**config.mk**
```make
export PLATFORM = sky130hd
export DESIGN_NAME = prog_fetch_ctrl
export DESIGN_NICKNAME = d
export VERILOG_FILES = /design/src/rtl/prog_fetch_ctrl.sv
export SDC_FILE = /design/constraint.sdc
export NUM_CORES = 1
export LEC_CHECK = 0
export CAP_MARGIN = 5
export CORE_UTILIZATION = 39
export DETAILED_ROUTE_END_ITERATION = 12
export PLACE_DENSITY = 0.85
export SLEW_MARGIN = 20
export SYNTH_ARGS = -nofsm -noshare
export SYNTH_HDL_FRONTEND = slang
export SYNTH_SLANG_ARGS = --single-unit
```
**constraint.sdc**
```tcl
create_clock -name CPU_Clk -period 2.6 [get_ports CPU_Clk]
set_clock_uncertainty 0.05 [all_clocks]
set_input_delay 0.52 -clock CPU_Clk [delete_from_list [all_inputs] [get_ports CPU_Clk]]
set_output_delay 0.52 -clock CPU_Clk [all_outputs]
set_load 0.05 [all_outputs]
```
**src/rtl/prog_fetch_ctrl.sv**
```systemverilog
// Program loader and fetch sequencer: streams bytes into program memory, then steps PC.
// Optional halt-opcode stop is enabled by defining PROG_FETCH_CTRL_HALT_OPCODE_EN.
module prog_fetch_ctrl #(
    parameter int          DEPTH       = 32,
    parameter logic [7:0]  HALT_OPCODE = 8'hFF,
    localparam int         PW          = $clog2(DEPTH)
) (
    input  logic          CPU_Clk,
    input  logic          Reset,
    input  logic          load_start,
    input  logic          load_valid,
    input  logic [7:0]    load_data,
    input  logic          load_last,
    output logic          load_ready,
    output logic          fifo_clr,
    output logic          fifo_wr,
    output logic [7:0]    fifo_data,
    input  logic          fifo_full,
    input  logic [7:0]    instr,
    input  logic          run_start,
    input  logic          pc_inc,
    input  logic          jmp_en,
    input  logic [PW-1:0] jmp_addr,
    output logic [PW-1:0] PC,
    output logic [PW:0]   prog_len,
    output logic          fetch_valid,
    output logic          done,
    input  logic          abort_in
);

    typedef enum logic [1:0] {
        IDLE = 2'b00,
        LOAD = 2'b01,
        RUN  = 2'b10,
        DONE = 2'b11
    } state_e;

    state_e        state_q, state_d;
    logic [PW-1:0] pc_q, pc_d;
    logic [PW:0]   len_q, len_d;
    logic          halt;
    logic          last_pc;
    logic          jmp_oob;

    assign PC          = pc_q;
    assign prog_len    = len_q;
    assign fifo_data   = load_data;
    assign done        = (state_q == DONE);
    assign fetch_valid = (state_q == RUN) && ({1'b0, pc_q} < len_q);

    // Stepping off the last loaded byte (or the top of memory) ends the run.
    assign last_pc = (({1'b0, pc_q} + (PW+1)'(1)) >= len_q)
                   || (pc_q == PW'(DEPTH - 1));
    assign jmp_oob = ({1'b0, jmp_addr} >= len_q);

`ifdef PROG_FETCH_CTRL_HALT_OPCODE_EN
    assign halt = fetch_valid && (instr == HALT_OPCODE);
`else
    logic unused_halt;
    assign unused_halt = ^{instr, HALT_OPCODE};
    assign halt        = 1'b0;
`endif

    always_comb begin
        state_d    = state_q;
        pc_d       = pc_q;
        len_d      = len_q;
        load_ready = 1'b0;
        fifo_wr    = 1'b0;
        fifo_clr   = 1'b0;
        if (Reset || abort_in) begin
            state_d = IDLE;
            pc_d    = '0;
        end else begin
            unique case (state_q)
                IDLE: begin
                    if (load_start) begin
                        fifo_clr = 1'b1;
                        len_d    = '0;
                        state_d  = LOAD;
                    end else if (run_start && (len_q != '0)) begin
                        pc_d    = '0;
                        state_d = RUN;
                    end
                end
                LOAD: begin
                    load_ready = !fifo_full;
                    fifo_wr    = load_valid && !fifo_full;
                    if (fifo_wr) begin
                        len_d = len_q + (PW+1)'(1);
                        if (load_last) begin
                            state_d = IDLE;
                        end
                    end
                end
                RUN: begin
                    if (halt) begin
                        state_d = DONE;
                    end else if (jmp_en) begin
                        if (jmp_oob) begin
                            state_d = DONE;
                        end else begin
                            pc_d = jmp_addr;
                        end
                    end else if (pc_inc) begin
                        if (last_pc) begin
                            state_d = DONE;
                        end else begin
                            pc_d = pc_q + PW'(1);
                        end
                    end
                end
                DONE: begin
                    if (load_start) begin
                        fifo_clr = 1'b1;
                        len_d    = '0;
                        state_d  = LOAD;
                    end
                end
                default: state_d = IDLE;
            endcase
        end
    end

    always_ff @(posedge CPU_Clk) begin
        if (Reset) begin
            state_q <= IDLE;
            pc_q    <= '0;
            len_q   <= '0;
        end else begin
            state_q <= state_d;
            pc_q    <= pc_d;
            len_q   <= len_d;
        end
    end

endmodule
```
# Word level (Yosys, flattened, before mapping)
# Index checks and enable logic that the tools add are counted.
totals:
  reg_bits: 13
  inputBits: 31
  out_inout_bits: 24
  elab_cells: 68
classes:
  add_sub_neg: 3
  order_cmp: 3
  eq_ne: 16
  muxes: 27
  bitwise: 1
  reduce_logical: 15
ops:
  columns: ["op", "n"]
  rows:
  - ["two-way mux 5 bit", 6]
  - ["two-way mux 2 bit", 9]
  - ["inequality test 3 bit (second input constant)", 6]
  - ["two-way mux 6 bit", 2]
  - ["case mux 6 bit (2 select lines)", 1]
  - ["inequality test 2 bit (second input constant)", 5]
  - ["case mux 5 bit (2 select lines)", 1]
  - ["case mux 2 bit (4 select lines)", 1]
  - ["two-way mux 1 bit", 7]
  - ["AND reduction 7 bit", 1]
  - ["adder 5 x 1 -> 6 bit (second input constant)", 1]
  - ["adder 6 x 1 -> 6 bit (second input constant)", 1]
  - ["greater-or-equal comparator 5 x 6 -> 1 bit", 1]
  - ["greater-or-equal comparator 6 bit", 1]
  - ["less-than comparator 5 x 6 -> 1 bit", 1]
  - ["AND reduction 6 bit", 1]
  - ["nonzero test 6 bit", 1]
  - ["adder 5 x 1 -> 5 bit (second input constant)", 1]
  - ["== test 5 bit (second input constant)", 1]
  - ["== test 2 bit (second input constant)", 2]
  - ["AND reduction 4 bit", 1]
  - ["nonzero test 2 bit", 2]
  - ["OR reduction 2 bit", 2]
  - ["logical AND 1 bit", 3]
  - ["6 further kinds", 7]

# Logic depth before layout (Yosys ltp)
# Gate-level depths: netlist (run 1).
logic_depth:
  word_depth: 7
  ltp_mapped: 10

# Worst setup path before layout (run 1)
# No wires, ideal clock.
synth_path:
  path_kind: "register to output"
  startpoint: "reg state_q[1]"
  endpoint: "out fifo_wr"
  arrival_time_ps: 2847
  t_required_ps: 2030
  path_slack_ps: -817
  path_stages_with_launch: 5
  path_buffers: 0
  path_cell_list: "dfxtp_1 -> inv_1 -> ha_1 -> nor4b_1 -> and2_1"
synth_via:
  elab_chain_len: 3
synth_rtl:
  columns: ["item", "line_no", "rtl"]
  rows:
  - ["from (decl)", "38", "state_e state_q, state_d;"]
  - ["from (signal assigned)", "131", "state_q <= state_d;"]
  - ["== test 2 x 1 -> 1 bit", "75", "unique case (state_q)"]
  - ["two-way mux 1 bit", "75", null]
  - ["two-way mux 1 bit", "71", "if (Reset || abort_in) begin"]
  - ["to (decl)", "16", "output logic fifo_wr,"]
# Every way passes these cells.

# Final worst setup path (run 1)
layout_path:
  startpoint: "reg pc_q[1] (netlist: PC[1])"
  endpoint: "reg pc_q[2] (netlist: PC[2])"
layout_via:
  elab_chain_len: 5
  elab_cells_between_ends: 11
  cone_classes: "add/sub: 2; order compare: 1; eq/ne: 2; mux: 4; reduce/logical: 2"
layout_rtl:
  columns: ["item", "line_no", "rtl"]
  rows:
  - ["from (decl)", "39", "logic [PW-1:0] pc_q, pc_d;"]
  - ["from (signal assigned)", "132", "pc_q <= pc_d;"]
  - ["adder 5 x 1 -> 6 bit / adder 5 x 1 -> 5 bit (equally long branches)", "52, 109", null]
  - ["greater-or-equal comparator 6 bit / two-way mux 5 bit (equally long branches)", "52, 106", null]
  - ["logical OR 1 bit / two-way mux 5 bit (equally long branches)", "53, 105", null]
  - ["inequality test 3 bit (no source line) / two-way mux 5 bit (equally long branches)", null, null]
  - ["AND reduction 6 bit (no source line) / case mux 5 bit (2 select lines) (equally long branches)", null, null]
# Parallel ways exist; a longest one is shown, timed or not. The select of a mux whose other input is x is not followed.
# A chain may end at the register's enable or synchronous reset.

==> impl_metrics.csv, run 1 <==
group,metric,value,unit
run_status,outcome,"complete, no violations",
clock_network,clk_latency,0.29,ns
finish,area_delta_synth_final,40.0,%
pwr,powerDensity,270,nW/um^2
critical_path,crit_required,2.74,ns
synthesis,yosysMostFrequentCell,"ha_1",
synthesis,synth-seq-area-share,19.6,%
routing,wl_per_cell,14.8,um
synthesis,ys_async_sr_fraction,0,%
clock_network,clock_path_buffers,2,
timing,max_freq,386,MHz
synthesis,synth-edff-count,0,
timing,period_minus_slack,2.59,ns
clock_network,htree_levels,1,
run,drv_cap,0,
routing,post-route-drc-count,0,
synthesis,ys.flop_type,"dfxtp_1",
timing,worstMarginPinSlew,0.493,ns
finish,stdcell_count,240,
die,rows,20,
routing,drtIter0Drc,47,
timing,slew_headroom,67.0,%
timing,final_max_slew_viol_count,0,
clock_network,cts_tree,"yes",
finish,diodes,0,
pwr,p_leak,0.766,nW
synthesis,syn_nets,216,
critical_path,reg2reg_depth,9,
clock_network,numCtsBuffers,3,
clock_network,root_buffer,"clkbuf_4",
hold_path,whs_path_depth,2,
synthesis,yosys.cell_types.count,43,
synthesis,synth_commonest_cells,"ha_1, nor2_1, dfxtp_1, inv_1",
routing,totalWireLength,3550,um
place,dp_hpwl,2650,um
die,fp.dieH,60.4,um
routing,via_per_inst,5.45,
die,die_width,60.4,um
synthesis,synth_seq_cells,13,
synthesis,synth_area_per_cell,8.26,um^2
critical_path,crit_fanout,6,
synthesis,synthCells,161,
die,die-area,3650,um^2
routing,drt_first_pass_iters,4,
finish,nets,252,
critical_path,crit_path_start_kind,"flip-flop",
global_routing,antenna_found_initial,0,
place,dpl.cell_count,234,
synthesis,netlist_area,1330,um^2
pwr,total_power,0.503,mW
global_routing,grt_overflow,0,
finish,drive_gt1_share,20.9,%
timing,hold_viol_final,0,
pwr,irDropWorstVdd,0.182,mV
synthesis,ys_warn_count,0,
timing,setup_viol,0,
global_routing,grt_max_degree,10,
synthesis,synth_top_cell_area_share,22.6,%
global_routing,grt_pass1_wl,5510,um
routing,ant_nets,0,
critical_path,worstSetupPathType,"flip-flop to flip-flop",
clock_network,cts_sinks,13,
synthesis,yosys.area.top_type,"ha_1",
global_routing,grt_pass1_vias,1237,
timing,fin_crit_sh,99.6,%
finish,final_core_util,59.0,%
clock_network,path_clk_slew,0.10,ns
critical_path,critical_path_arrival,2.73,ns
place,port_buffers,30,
global_routing,grt_usage,20.2,%
die,core_region_area,3150,um^2
place,place_congestion,0.937,
hold_path,hold_class,"flip-flop to flip-flop",
synthesis,synth_area_leaders,"ha_1, dfxtp_1, buf_4, nor2_1, xnor2_1",
die,start_util,42.2,%
critical_path,cp-end-kind,"flip-flop",
routing,vias,1309,
die,ios,55,
==> worst max-delay path, cell delays in order, from the launching register on <==
cell and delay [ns]:
dfxtp_4 0.42, ha_2 0.20, and3_1 0.20, ha_4 0.22
ha_2 0.18, a211oi_2 0.23, a21oi_1 0.11, o211a_1 0.29
a22o_4 0.26, a221o_1 0.34
==> routing by layer <==
layer	up-vias	track usage (%)	share of wire, %
li1	644	-	-
met1	616	26.2	44
met2	41	33.6	49
met3	8	3.20	5.6
met4	0	7.31	1.8
met5	-	0	0
==> final cells by class <==
type | instances | area (um^2)
timing repair buffer | 42 | 438
fill | 279 | 1290
sequential | 13 | 274
inverter | 14 | 57.6
clock buffer | 4 | 26.3
multi-input combinational | 123 | 1010
tap | 44 | 55.1
==> timing repair <==
action,4_1_cts,5_1_grt
gates resized for setup,2,17
pin swaps,2,4
hold buffers,0,0
buffers inserted,0,3
setup endpoints to repair,1,7
==> flip-flops by register name (all words and copies together) (netlist names) <==
name,flops
PC,5
prog_len,6
state_q,2
==> cell families (layout without fill, tap and decap cells) <==
logic type | Yosys count | in the layout | share of synthesized area [%]
AO/OA/AOI/OAI | 37 | 37 | 20.5
adder cells (fa/ha/maj) | 24 | 24 | 22.6
multiplexers | 4 | 4 | 3.20
flip-flops | 13 | 13 | 19.6
XOR/XNOR | 7 | 7 | 4.61
AND/OR/NAND/NOR | 51 | 51 | 19.1
buffers and inverters | 25 | 60 | 10.4
==> cell usage in the layout (no fill, tap or decap), types with 5 or more instances in the layout <==
cell | Yosys | layout
nor3_1 | 5 | 5
xnor2_1 | 6 | 5
nand2b_1 | 5 | 5
buf_4 | 8 | 10
ha_1 | 24 | 19
nand2_1 | 9 | 9
dfxtp_1 | 13 | 8
clkdlybuf4s50_1 | 0 | 26
inv_1 | 13 | 10
o21ai_0 | 9 | 7
nor2_1 | 16 | 16
==> through the flow <==
stage	setup TNS [ns]	cell area (um^2)	hold slack, ns	setup WS [ns]
4_1_cts	0	1760	0.490	0.0104
2_1_floorplan	-0.0419	1360	0.459	-0.0419
6_report	0	1860	0.514	0.00972
3_5_place_dp	-0.520	1750	0.455	-0.154
3_3_place_gp	-0.194	1750	0.465	-0.105
5_1_grt	-0.144	1860	0.523	-0.0512
==> where the power goes <==
part / internal [mW] / switching [mW]
clock network: 0.0597 / 0.0820
registers: 0.200 / 0.00365
logic: 0.0776 / 0.0800
total: 0.337 / 0.166
==> path summary, 6_finish.rpt <==
check | slack [ns] | start | to
max | 0.01 | PC[1]$_SDFFE_PP0P_ | PC[2]$_SDFFE_PP0P_
min | 0.51 | state_q[1]$_SDFFE_PP0P_ | state_q[1]$_SDFFE_PP0P_
max reg2reg | 0.01 | PC[1]$_SDFFE_PP0P_ | PC[2]$_SDFFE_PP0P_
min reg2reg | 0.51 | state_q[1]$_SDFFE_PP0P_ | state_q[1]$_SDFFE_PP0P_
Note: power is estimated with default switching activity, not from simulation.
==> run 2, diff against run 1 <==
- CORE_MARGIN: not set -> 2
==> run 2 against run 1 <==
Compared with the run above:
- global-route usage fell by 4.1 points
- first-iteration DRC count rose by 26%
- design area rose by 0.60%
- combinational power barely moved
- sequential cell count did not move
- sequential power barely moved
- sequential share of layout area barely moved
==> impl_metrics.csv, run 2 (synthesis gave the netlist of run 1 again) <==
group,metric,value,unit
finish,nets,253,
critical_path,crit_required,2.73,ns
clock_network,path_clk_slew,0.09,ns
routing,ant_nets,0,
hold_path,min-delay-start,"prog_len[1]$_SDFFE_PP0P_",
clock_network,cts_tree,"yes",
place,place_congestion,0.787,
timing,rsz0062_at_grt,"false",
timing,layout_setup_ws,0.0887,ns
critical_path,max_stage_delay,0.38,ns
critical_path,reg2reg_depth,9,
timing,worstMarginPinSlew,0.526,ns
finish,final_cell_mix,"clkdlybuf4s50_1, ha_1, nor2_1",
clock_network,htree_levels,1,
hold_path,whs_path_depth,2,
pwr,p_leak,0.764,nW
place,dp_hpwl,2540,um
global_routing,antenna_found_initial,0,
critical_path,crit_path_start_kind,"flip-flop",
clock_network,numCtsBuffers,3,
routing,vias,1288,
clock_network,hold_buffers,0,
place,pre_cts_ws,-0.217,ns
global_routing,grt_pass1_vias,1170,
timing,hold_viol_final,0,
die,die_width,62.4,um
critical_path,cp-end-kind,"flip-flop",
die,core_region_area,3310,um^2
die,start_util,40.2,%
global_routing,grt_overflow,0,
timing,max_freq,398,MHz
die,die-area,3890,um^2
clock_network,cts_sinks,13,
finish,drive_gt1_share,21.8,%
timing,slew_headroom,64.8,%
routing,post-route-drc-count,0,
timing,fin_crit_sh,96.6,%
pwr,powerDensity,266,nW/um^2
timing,final_max_slew_viol_count,0,
critical_path,crit_fanout,6,
die,ios,55,
clock_network,clk_latency,0.28,ns
routing,wl_per_cell,13.2,um
critical_path,cpMostUsedCell,"ha_2",
timing,period_minus_slack,2.51,ns
critical_path,setup.worst_path.start,"PC[1]$_SDFFE_PP0P_",
clock_network,clock_path_buffers,2,
critical_path,worstSetupPathType,"flip-flop to flip-flop",
clock_network,root_buffer,"clkbuf_4",
pwr,irDropWorstVdd,0.161,mV
die,rows,21,
critical_path,path_cells,"ha_2 > and3_1 > ha_4 > ha_2 > o21ai_1 > a21oi_1 > o211a_1 > a22o_4 > a221o_1",
global_routing,grt_usage,16.0,%
finish,multi_input_area,1020,um^2
finish,seq_area,275,um^2
routing,drt_first_pass_iters,4,
global_routing,grt_max_degree,10,
run,drv_cap,0,
critical_path,critical_path_arrival,2.64,ns
routing,totalWireLength,3210,um
finish,largest_reg_flops,6,
timing,setup_viol,0,
run_status,outcome,"complete, no violations",
place,port_buffers,30,
die,fp.dieH,62.4,um
global_routing,grt_pass1_wl,5110,um
finish,fillerInstances,308,
critical_path,slowest_stage,"dfxtp_4",
finish,area_delta_synth_final,40.8,%
routing,via_per_inst,5.30,
critical_path,r2r-start,"PC[1]$_SDFFE_PP0P_",
timing,fin_hold_ws,0.494,ns
hold_path,hold_class,"flip-flop to flip-flop",
finish,final_core_util,56.6,%
finish,layout_commonest_cell,"clkdlybuf4s50_1",
routing,drtIter0Drc,59,
finish,diodes,0,
run 2: area by class of cell:
cell class | instances | area share, %
sequential | 13 | 14.7
multi-input combinational | 123 | 54.3
tap | 46 | 3.07
clock buffer | 4 | 1.40
timing repair buffer | 43 | 23.6
inverter | 14 | 2.94
run 2: path summary, 6_finish.rpt:
kind / slack [ns] / end
max: 0.09 / PC[2]$_SDFFE_PP0P_
min: 0.49 / prog_len[1]$_SDFFE_PP0P_
max reg2reg: 0.09 / PC[2]$_SDFFE_PP0P_
min reg2reg: 0.49 / prog_len[1]$_SDFFE_PP0P_
run 2: critical path, delay by kind of cell (launching register included):
family / cells / cell delay, ns
DFF: 1 / 0.38
and+or+nand+nor: 1 / 0.20
adders and majority gates: 3 / 0.69
AOI/OAI and AO/OA: 5 / 1.07
run 2: what timing repair did:
item,in CTS,in global routing
setup buffers,0,4
gates resized for setup,2,17
endpoints found under the setup margin,1,3
pin swaps,0,7
endpoints found under the hold margin,0,0
run 2: through the flow:
step | setup TNS [ns] | instance area (um^2) | cells | power, mW
final | 0 | 1870 | 243 | 0.498
after global routing | 0 | 1870 | 243 | 0.530
after CTS | 0 | 1770 | 239 | 0.491
after detailed placement | -0.795 | 1740 | 235 | 0.358
after global placement | -0.265 | 1740 | 235 | 0.355
after floorplan | -0.0419 | 1360 | 161 | 0.333
run 2: where the power goes:
part / switching (mW) / internal (mW)
clock network: 0.0741 / 0.0597
logic: 0.0821 / 0.0784
registers: 0.00391 / 0.200
run 2: per-layer routing:
layer / share of wire (%) / track usage, %
met1: 44 / 19.1
met2: 50 / 28.8
met3: 3.8 / 2.88
met4: 1.5 / 5.83
met5: 0 / 0
